`src/rtl/unidade_acesso_memoria_pkg.sv`:
```
// Shared definitions for the load/store sequencer and the 8-bit data memory.
// Holds the sequencer state encoding, access-size codes and default widths.
// No logic here; imported by the sequencer and the memory.
package pkg_acesso_memoria;

    localparam int LARGURA_END  = 8;
    localparam int LARGURA_BYTE = 8;

    typedef enum logic [1:0] {
        OCIOSO    = 2'd0,
        BYTE0     = 2'd1,
        BYTE1     = 2'd2,
        CONCLUIDO = 2'd3
    } estado_t;

    localparam logic TAM_BYTE = 1'b0;
    localparam logic TAM_MEIA = 1'b1;

endpackage

```
`src/rtl/unidade_acesso_memoria.sv`:
```
// Load/store sequencer: splits a byte or little-endian halfword request into byte accesses.
// Latency: byte -> pronto in 2nd cycle after accept, halfword -> 3rd cycle.
// Backpressure: requests are only sampled in OCIOSO; anything offered while ocupado is dropped.
module unidade_acesso_memoria
    import pkg_acesso_memoria::*;
#(
    parameter int LARGURA_END  = pkg_acesso_memoria::LARGURA_END,
    parameter int LARGURA_BYTE = pkg_acesso_memoria::LARGURA_BYTE
) (
    input  logic                        clk,
    input  logic                        reset,
    input  logic                        req_valido,
    input  logic                        req_escrita,
    input  logic                        req_meia,
    input  logic                        req_sinal,
    input  logic [LARGURA_END-1:0]      req_endereco,
    input  logic [2*LARGURA_BYTE-1:0]   req_dado,
    output logic                        ocupado,
    output logic                        pronto,
    output logic [2*LARGURA_BYTE-1:0]   dado_lido,
    output logic                        mem_habilita_escrita,
    output logic                        mem_habilita_leitura,
    output logic [LARGURA_END-1:0]      mem_endereco,
    output logic [LARGURA_BYTE-1:0]     mem_dado_entrada,
    input  logic [LARGURA_BYTE-1:0]     mem_dado_saida
);

    estado_t                      estado, proximo;
    logic                         escrita_r, meia_r, sinal_r;
    logic [LARGURA_END-1:0]       end_r;
    logic [2*LARGURA_BYTE-1:0]    dado_r;
    logic [LARGURA_BYTE-1:0]      lo_r;
    logic [2*LARGURA_BYTE-1:0]    lido_r;
    logic                         aceita;

    assign aceita = (estado == OCIOSO) && req_valido;

    // State register
    always_ff @(posedge clk or posedge reset) begin
        if (reset) estado <= OCIOSO;
        else       estado <= proximo;
    end

    // Next-state: one or two byte phases, then a single completion cycle
    always_comb begin
        proximo = estado;
        case (estado)
            OCIOSO:    if (req_valido) proximo = BYTE0;
            BYTE0:     proximo = (meia_r == TAM_MEIA) ? BYTE1 : CONCLUIDO;
            BYTE1:     proximo = CONCLUIDO;
            CONCLUIDO: proximo = OCIOSO;
            default:   proximo = OCIOSO;
        endcase
    end

    // Capture the request on the accepting edge; low byte of a load on BYTE0's closing edge
    always_ff @(posedge clk or posedge reset) begin
        if (reset) begin
            escrita_r <= 1'b0;
            meia_r    <= 1'b0;
            sinal_r   <= 1'b0;
            end_r     <= '0;
            dado_r    <= '0;
            lo_r      <= '0;
        end else begin
            if (aceita) begin
                escrita_r <= req_escrita;
                meia_r    <= req_meia;
                sinal_r   <= req_sinal;
                end_r     <= req_endereco;
                dado_r    <= req_dado;
            end
            if (estado == BYTE0 && !escrita_r)
                lo_r <= mem_dado_saida;
        end
    end

    // Load result is assembled on the edge entering CONCLUIDO; the last byte comes straight
    // from the memory so no extra cycle is spent registering it first
    always_ff @(posedge clk or posedge reset) begin
        if (reset) begin
            lido_r <= '0;
        end else if (!escrita_r) begin
            if (estado == BYTE0 && meia_r == TAM_BYTE) begin
                if (sinal_r)
                    lido_r <= {{LARGURA_BYTE{mem_dado_saida[LARGURA_BYTE-1]}}, mem_dado_saida};
                else
                    lido_r <= {{LARGURA_BYTE{1'b0}}, mem_dado_saida};
            end else if (estado == BYTE1) begin
                lido_r <= {mem_dado_saida, lo_r};
            end
        end
    end

    assign dado_lido = lido_r;

    // Moore decode of the memory pins from state and latched request only
    always_comb begin
        ocupado              = (estado != OCIOSO);
        pronto               = (estado == CONCLUIDO);
        mem_habilita_escrita = 1'b0;
        mem_habilita_leitura = 1'b0;
        mem_endereco         = '0;
        mem_dado_entrada     = '0;
        case (estado)
            BYTE0: begin
                mem_endereco = end_r;
                if (escrita_r) begin
                    mem_habilita_escrita = 1'b1;
                    mem_dado_entrada     = dado_r[LARGURA_BYTE-1:0];
                end else begin
                    mem_habilita_leitura = 1'b1;
                end
            end
            BYTE1: begin
                // Wraps modulo 2^LARGURA_END by construction of the adder width
                mem_endereco = end_r + {{(LARGURA_END-1){1'b0}}, 1'b1};
                if (escrita_r) begin
                    mem_habilita_escrita = 1'b1;
                    mem_dado_entrada     = dado_r[2*LARGURA_BYTE-1:LARGURA_BYTE];
                end else begin
                    mem_habilita_leitura = 1'b1;
                end
            end
            default: ;
        endcase
    end

endmodule

```
`config.mk`:
```
export PLATFORM = sky130hd
export DESIGN_NAME = unidade_acesso_memoria
export DESIGN_NICKNAME = d
export VERILOG_FILES = /design/src/rtl/unidade_acesso_memoria_pkg.sv /design/src/rtl/unidade_acesso_memoria.sv
export SDC_FILE = /design/constraint.sdc
export NUM_CORES = 1
export LEC_CHECK = 0
export CAP_MARGIN = 15
export CORE_ASPECT_RATIO = 0.9
export CORE_UTILIZATION = 43
export CTS_BUF_LIST = sky130_fd_sc_hd__clkbuf_16
export CTS_CLUSTER_DIAMETER = 30
export DETAILED_ROUTE_END_ITERATION = 10
export PLACE_DENSITY_LB_ADDON = 0.08
export SLEW_MARGIN = 10
export SYNTH_ARGS = -nofsm -noshare
export SYNTH_HDL_FRONTEND = slang
export SYNTH_SLANG_ARGS = --single-unit
```
`constraint.sdc`:
```
create_clock -name clk -period 1.95 [get_ports clk]
set_input_delay 0.4875 -clock clk [delete_from_list [all_inputs] [get_ports clk]]
set_output_delay 0.4875 -clock clk [all_outputs]
set_load 0.02 [all_outputs]
```
==> metrics.cfg, run 1 <==
[layout]
num-fill-cells=402
fin_nets=375
num_antenna_cells=0
seq_area_sq_mm=0.00133
fin_cells=403
drive_gt1_frac=0.483
area_growth_syn_to_layout_pct=61.5
multi_input_area_sq_mm=0.00138
final_cell_area_sq_mm=0.00419

[sta]
rsz0062_at_grt=yes
drv_slew=0
tightest_slew_ps=335
final.period_utilization=1.15
setup-tns-final_ps=-5360
clock_skew_ps=3.43
hold_slack_ps=486
max_freq_ghz=0.446
timing.final.ws_setup_ps=-292
finalCriticalPeriod_ps=2240
setup_viol=34
final-hold-violation-count=0
relSlewSlack=0.776

[flow_run]
drv_cap=0

[synthesis]
seq_area_frac_synth=0.511
synth-compound-area-share=0.0835
synthXorXnorAreaFrac=0
yosys.area.top_type=dfrtp_1
synthCells=213
ys_ff_latch=53
synthMostInstantiatedCell=dfrtp_1
syn_nets=256
synthMuxAreaShare=0.255
syn-cell-area_sq_mm=0.00259
synth_top_area_share=0.511
async_reset_ff_frac=1.00
synth_simple_gate_area_frac=0.0733
synth_edf_count=0
synth_commonest_cells=dfrtp_1, mux2_2, inv_1, a21oi_1, nor2_1
ys.flop_type=dfrtp_1
synth_cell_types=34
synth_fa_ha_area_frac=0.0241
synth_warnings=0
synth.avg_cell_area_sq_um=12.2
synth_top_family_by_area=multiplexers
yosys-top-cells-area=dfrtp_1, mux2_2, mux2i_1

[clock_network]
cts_buffers=5
cts-root-buf=clkbuf_16
clk_pin_slew_ps=70
insertion_delay_ps=280
htree_num_levels=2
cts_hold_buf=0
clock-sinks=53
clock_path_buffers=2
cts_tree=done

[critical_path]
critPathRequiredTime_ps=1460
r2r_slack_ps=-160
cp_common_cell=inv_2
startpoint_type=flip-flop
critPathBufInv=3
timing_worst_setup_path_type=flip-flop to output pin
cp_cell_sequence=inv_2 > ha_4 > inv_2 > or3_4 > o22ai_4 > buf_6
critPathMaxFanout=5
slowest_stage=dfrtp_1
arrival_ps=1750
crit_family=flip-flops
max_stage_delay_ps=420
crit_path_end_kind=output pin

[worst_hold_path]
hold_class=flip-flop to flip-flop

[power]
powerDensity_mw_per_mm2=1910
cellLeakagePower_nw=1.81
ir_drop_mv=0.765

[drt]
wirelength_um=6560
dr_total_vias=2109
drt-initial-drc-count=68
first_pass_iters=7
post_drt_wl_per_cell_um=16.3
drc_errors=9
postRouteAntennaNets=0
viasPerCell=5.23

[floorplan]
rows=26
design.portCount=74
die-area_sq_mm=0.00635
core-area_sq_mm=0.00576
die_w_um=83.9
start_util=0.450
die_h_um=75.7

[global_route]
grt_pass1_vias=2147
antenna_found_initial=0
grt_pass1_wl_um=10600
track_usage=0.217
grt_max_degree=54
overflow=0

[place]
pre_cts_slack_ps=-538
gp_congestion=0.802
dp.cells=378
hpwl_um=4110
io_buffers=73
dpl-instance-area_sq_mm=0.00368

[status]
failed_checks=design-rule violations, negative setup slack
outcome=finished, violations left

[state kept, by name, indices dropped and copies added, names as in the netlist]
name       count
end_r          8
dado_lido     16
meia_r         1
estado         2
lo_r           8
dado_r        16
escrita_r      1
sinal_r        1
[power by group]
group	switching (mW)	internal (mW)	total, mW
clock	0.389	0.472	0.861
combinational	2.29	2.76	5.04
sequential	0.398	1.68	2.08
total	3.07	4.91	7.99
[worst reg2reg max path, stage by stage (launching register included)]
cell	delay, ps
dfrtp_1	430
inv_2	100
buf_4	130
ha_4	200
buf_12	150
buf_8	120
nand2b_4	90
a21oi_4	210
buf_6	130
buf_12	110
mux2_2	330
[layer usage]
layer,share of wire,GRT usage
met5,0,0
met3,0.053,0.0498
met2,0.48,0.372
met1,0.45,0.288
met4,0.0096,0.0498
[logic make-up after synthesis]
family / after synthesis
muxes: 59
DFF: 53
and+or+nand+nor: 36
AOI/OAI and AO/OA: 33
adders and majority gates: 5
buffers and inverters: 27
[through the flow]
stage | util | total power [mW]
6_report | 0.728 | 7.99
5_1_grt | 0.728 | 8.46
4_1_cts | 0.707 | 7.65
3_5_place_dp | 0.639 | 6.11
3_3_place_gp | 0.639 | 6.05
2_1_floorplan | - | 4.40
[what timing repair did]
| item | CTS | global route |
|---|---|---|
| cloned | 4 | 1 |
| buffers inserted | 11 | 4 |
| setup endpoints to repair | 31 | 34 |
| resized for setup | 122 | 26 |
| pin swaps | 6 | 17 |
[area by class of cell]
cell class | instances | area share
Multi-Input combinational cell | 136 | 0.329
Clock inverter | 3 | 0.00388
Tap cell | 70 | 0.0209
Sequential cell | 53 | 0.317
Timing Repair Buffer | 120 | 0.286
Inverter | 16 | 0.0143
Clock buffer | 5 | 0.0299
[layout by cell type, fill, tap and decap left out, types with 3 or more instances in the layout]
master,count
dfrtp_1,53
clkdlybuf4s50_1,53
mux2_2,48
buf_4,41
buf_6,12
inv_1,11
a21oi_1,9
mux2i_1,8
a22oi_2,7
buf_12,6
nand2_1,5
inv_2,5
nand3_1,5
nor2_1,5
nor2_4,5
clkbuf_16,5
o21ai_0,3
ha_4,3
buf_2,3
[worst paths after layout]
check | to | cells after the start | startpoint
worst max-delay path | mem_endereco[3] | 6 | estado[1]
worst min-delay path | dado_lido[1] | 1 | dado_lido[1]
worst max register to register | dado_lido[4] | 10 | estado[1]
worst min register to register | dado_lido[1] | 1 | dado_lido[1]
max in group asynchronous | end_r[3] | 3 | reset
min in group asynchronous | dado_r[1] | 3 | reset
No activity file was read; power rests on OpenSTA's default activity.
==> run 2: changes to the inputs <==
--- a/config.mk
+++ b/config.mk
@@ -11,6 +11,7 @@
 export CTS_BUF_LIST = sky130_fd_sc_hd__clkbuf_16
 export CTS_CLUSTER_DIAMETER = 30
 export DETAILED_ROUTE_END_ITERATION = 10
+export HOLD_SLACK_MARGIN = 0.1
 export PLACE_DENSITY_LB_ADDON = 0.08
 export SLEW_MARGIN = 10
 export SYNTH_ARGS = -nofsm -noshare
==> results of run 2 <==
Final layout, timing and power as in run 1 (identical DEF).
==> run 3: changes to the inputs <==
--- a/config.mk
+++ b/config.mk
@@ -6,13 +6,16 @@
 export NUM_CORES = 1
 export LEC_CHECK = 0
 export CAP_MARGIN = 15
+export CELL_PAD_IN_SITES_DETAIL_PLACEMENT = 1
+export CELL_PAD_IN_SITES_GLOBAL_PLACEMENT = 1
 export CORE_ASPECT_RATIO = 0.9
-export CORE_UTILIZATION = 43
+export CORE_UTILIZATION = 34
 export CTS_BUF_LIST = sky130_fd_sc_hd__clkbuf_16
 export CTS_CLUSTER_DIAMETER = 30
 export DETAILED_ROUTE_END_ITERATION = 10
 export HOLD_SLACK_MARGIN = 0.1
 export PLACE_DENSITY_LB_ADDON = 0.08
+export REMOVE_ABC_BUFFERS = 1
 export SLEW_MARGIN = 10
 export SYNTH_ARGS = -nofsm -noshare
 export SYNTH_HDL_FRONTEND = slang
==> metrics.cfg, run 3 (synthesis gave the netlist of run 1 again) <==
[power]
ir_drop_mv=0.730
pwr-share-seq=0.255
swShare=0.381
p_switching_mw=3.13
p_clk_frac=0.106
p_total_mw=8.21
power_frac_comb=0.639
power.internal_mw=5.08
powerDensity_mw_per_mm2=1920
cellLeakagePower_nw=1.86

[clock_network]
cts_buffers=5
insertion_delay_ps=290
cts_hold_buf=0
clock_path_buffers=2
htree_num_levels=2
clk_pin_slew_ps=70
clock-sinks=53
cts_tree=done
cts-root-buf=clkbuf_16

[sta]
timing.final.ws_setup_ps=-288
setup_viol=23
tightest_slew_ps=372
rsz0062_at_grt=yes
max_freq_ghz=0.447
relSlewSlack=0.752
clock_skew_ps=4.05
drv_slew=0
setup-tns-final_ps=-3320
finalCriticalPeriod_ps=2240
final.period_utilization=1.15
final-hold-violation-count=0

[floorplan]
start_util=0.359
rows=29
design.portCount=74
die-area_sq_mm=0.00798
die_w_um=94.1
die_h_um=84.9
core-area_sq_mm=0.00722

[critical_path]
max_stage_delay_ps=470
crit_family=simple AND/OR/NAND/NOR gates
arrival_ps=1750
critPathBufInv=3
timing_worst_setup_path_type=flip-flop to output pin
startpoint_type=flip-flop
crit_path_end_kind=output pin
cp_cell_sequence=inv_2 > ha_4 > inv_2 > or4_4 > a21oi_2 > buf_4
slowest_stage=or4_4
critPathMaxFanout=5
cp_common_cell=inv_2
critPathRequiredTime_ps=1460

[status]
outcome=finished, violations left
failed_checks=negative setup slack

[worst_hold_path]
hold_class=input port to async pin

[drt]
dr_total_vias=2139
drt-initial-drc-count=51
viasPerCell=4.96
wirelength_um=7470
drc_errors=0
postRouteAntennaNets=0
first_pass_iters=4
post_drt_wl_per_cell_um=17.3

[layout]
num-fill-cells=754
fin_cells=431
area_growth_syn_to_layout_pct=65.3
most-common-layout-cells=clkdlybuf4s50_1, dfrtp_1, mux2_2, buf_4, buf_6
drive_gt1_frac=0.497
final_common_cell=clkdlybuf4s50_1
fin_util=0.594
fin_nets=380
num_antenna_cells=0

[global_route]
top_usage_layer=met2
grt_pass1_vias=2267
antenna_found_initial=0
grt.met2_usage=0.309
grt_pass1_wl_um=11800
track_usage=0.194
met3_usage=0.0439
grt_max_degree=26
grtUsageMet1=0.270
overflow=0

[place]
dp.cells=402
pre_cts_slack_ps=-520
hpwl_um=4760
gp_congestion=0.795
io_buffers=73

[flow_run]
drv_cap=0

run 3: cell count changes in the layout (fill, tap and decap cells not counted), sizes merged:
| cell | before | now |
|---|---|---|
| buf | 65 | 72 |
| dlygate4sd2 | 2 | 1 |
| nand2b | 5 | 4 |
| clkdlybuf4s15 | 0 | 1 |
| nand2 | 8 | 7 |
run 3: final timing paths:
kind                       startpoint               to  slack [ps]  depth (start not counted)
max                         estado[0]  mem_endereco[5]        -290                          6
min                             reset     dado_lido[8]         490                          2
max reg2reg                 estado[1]     dado_lido[5]         -40                          9
min in group clk              lo_r[2]          lo_r[2]         500                          1
min reg2reg                   lo_r[2]          lo_r[2]         500                          1
max in group asynchronous       reset         end_r[2]        1020                          3
run 3: power groups by stage:
stage,Combinational (mW),Clock (mW),Sequential [mW]
floorplan,1.95,0,2.19
global placement,3.91,0,2.02
detailed placement,3.98,0,2.06
CTS,4.94,0.897,2.09
global route,5.60,0.938,2.16
finish,5.24,0.874,2.09
run 3: per-stage QoR:
step / hold slack, ps / instance area, sq um
2_1_floorplan: 474 / 2520
3_3_place_gp: 472 / 3670
3_5_place_dp: 484 / 3670
4_1_cts: 495 / 4180
5_1_grt: 519 / 4290
6_report: 486 / 4290
run 3: layer usage:
layer	share of wire	vias to the layer above
met4	0.014	0
met5	0	-
li1	-	1001
met1	0.45	1072
met3	0.042	12
met2	0.49	54
run 3: timing repair:
item                                    4_1_cts  5_1_grt
cloned                                        2        0
gates resized for setup                     162       30
buffers inserted                             16        7
endpoints found under the hold margin         0        0
endpoints found under the setup margin       28       31
pin swaps                                    11       19
run 3: cell type report:
type                            instances  area [sq um]  area share
Multi-Input combinational cell        134          1350       0.316
Tap cell                               93           116      0.0271
Inverter                               16          60.1      0.0140
Sequential cell                        53          1330       0.310
Clock inverter                          3          16.3     0.00379
Clock buffer                            5           125      0.0292
Timing Repair Buffer                  127          1290       0.300
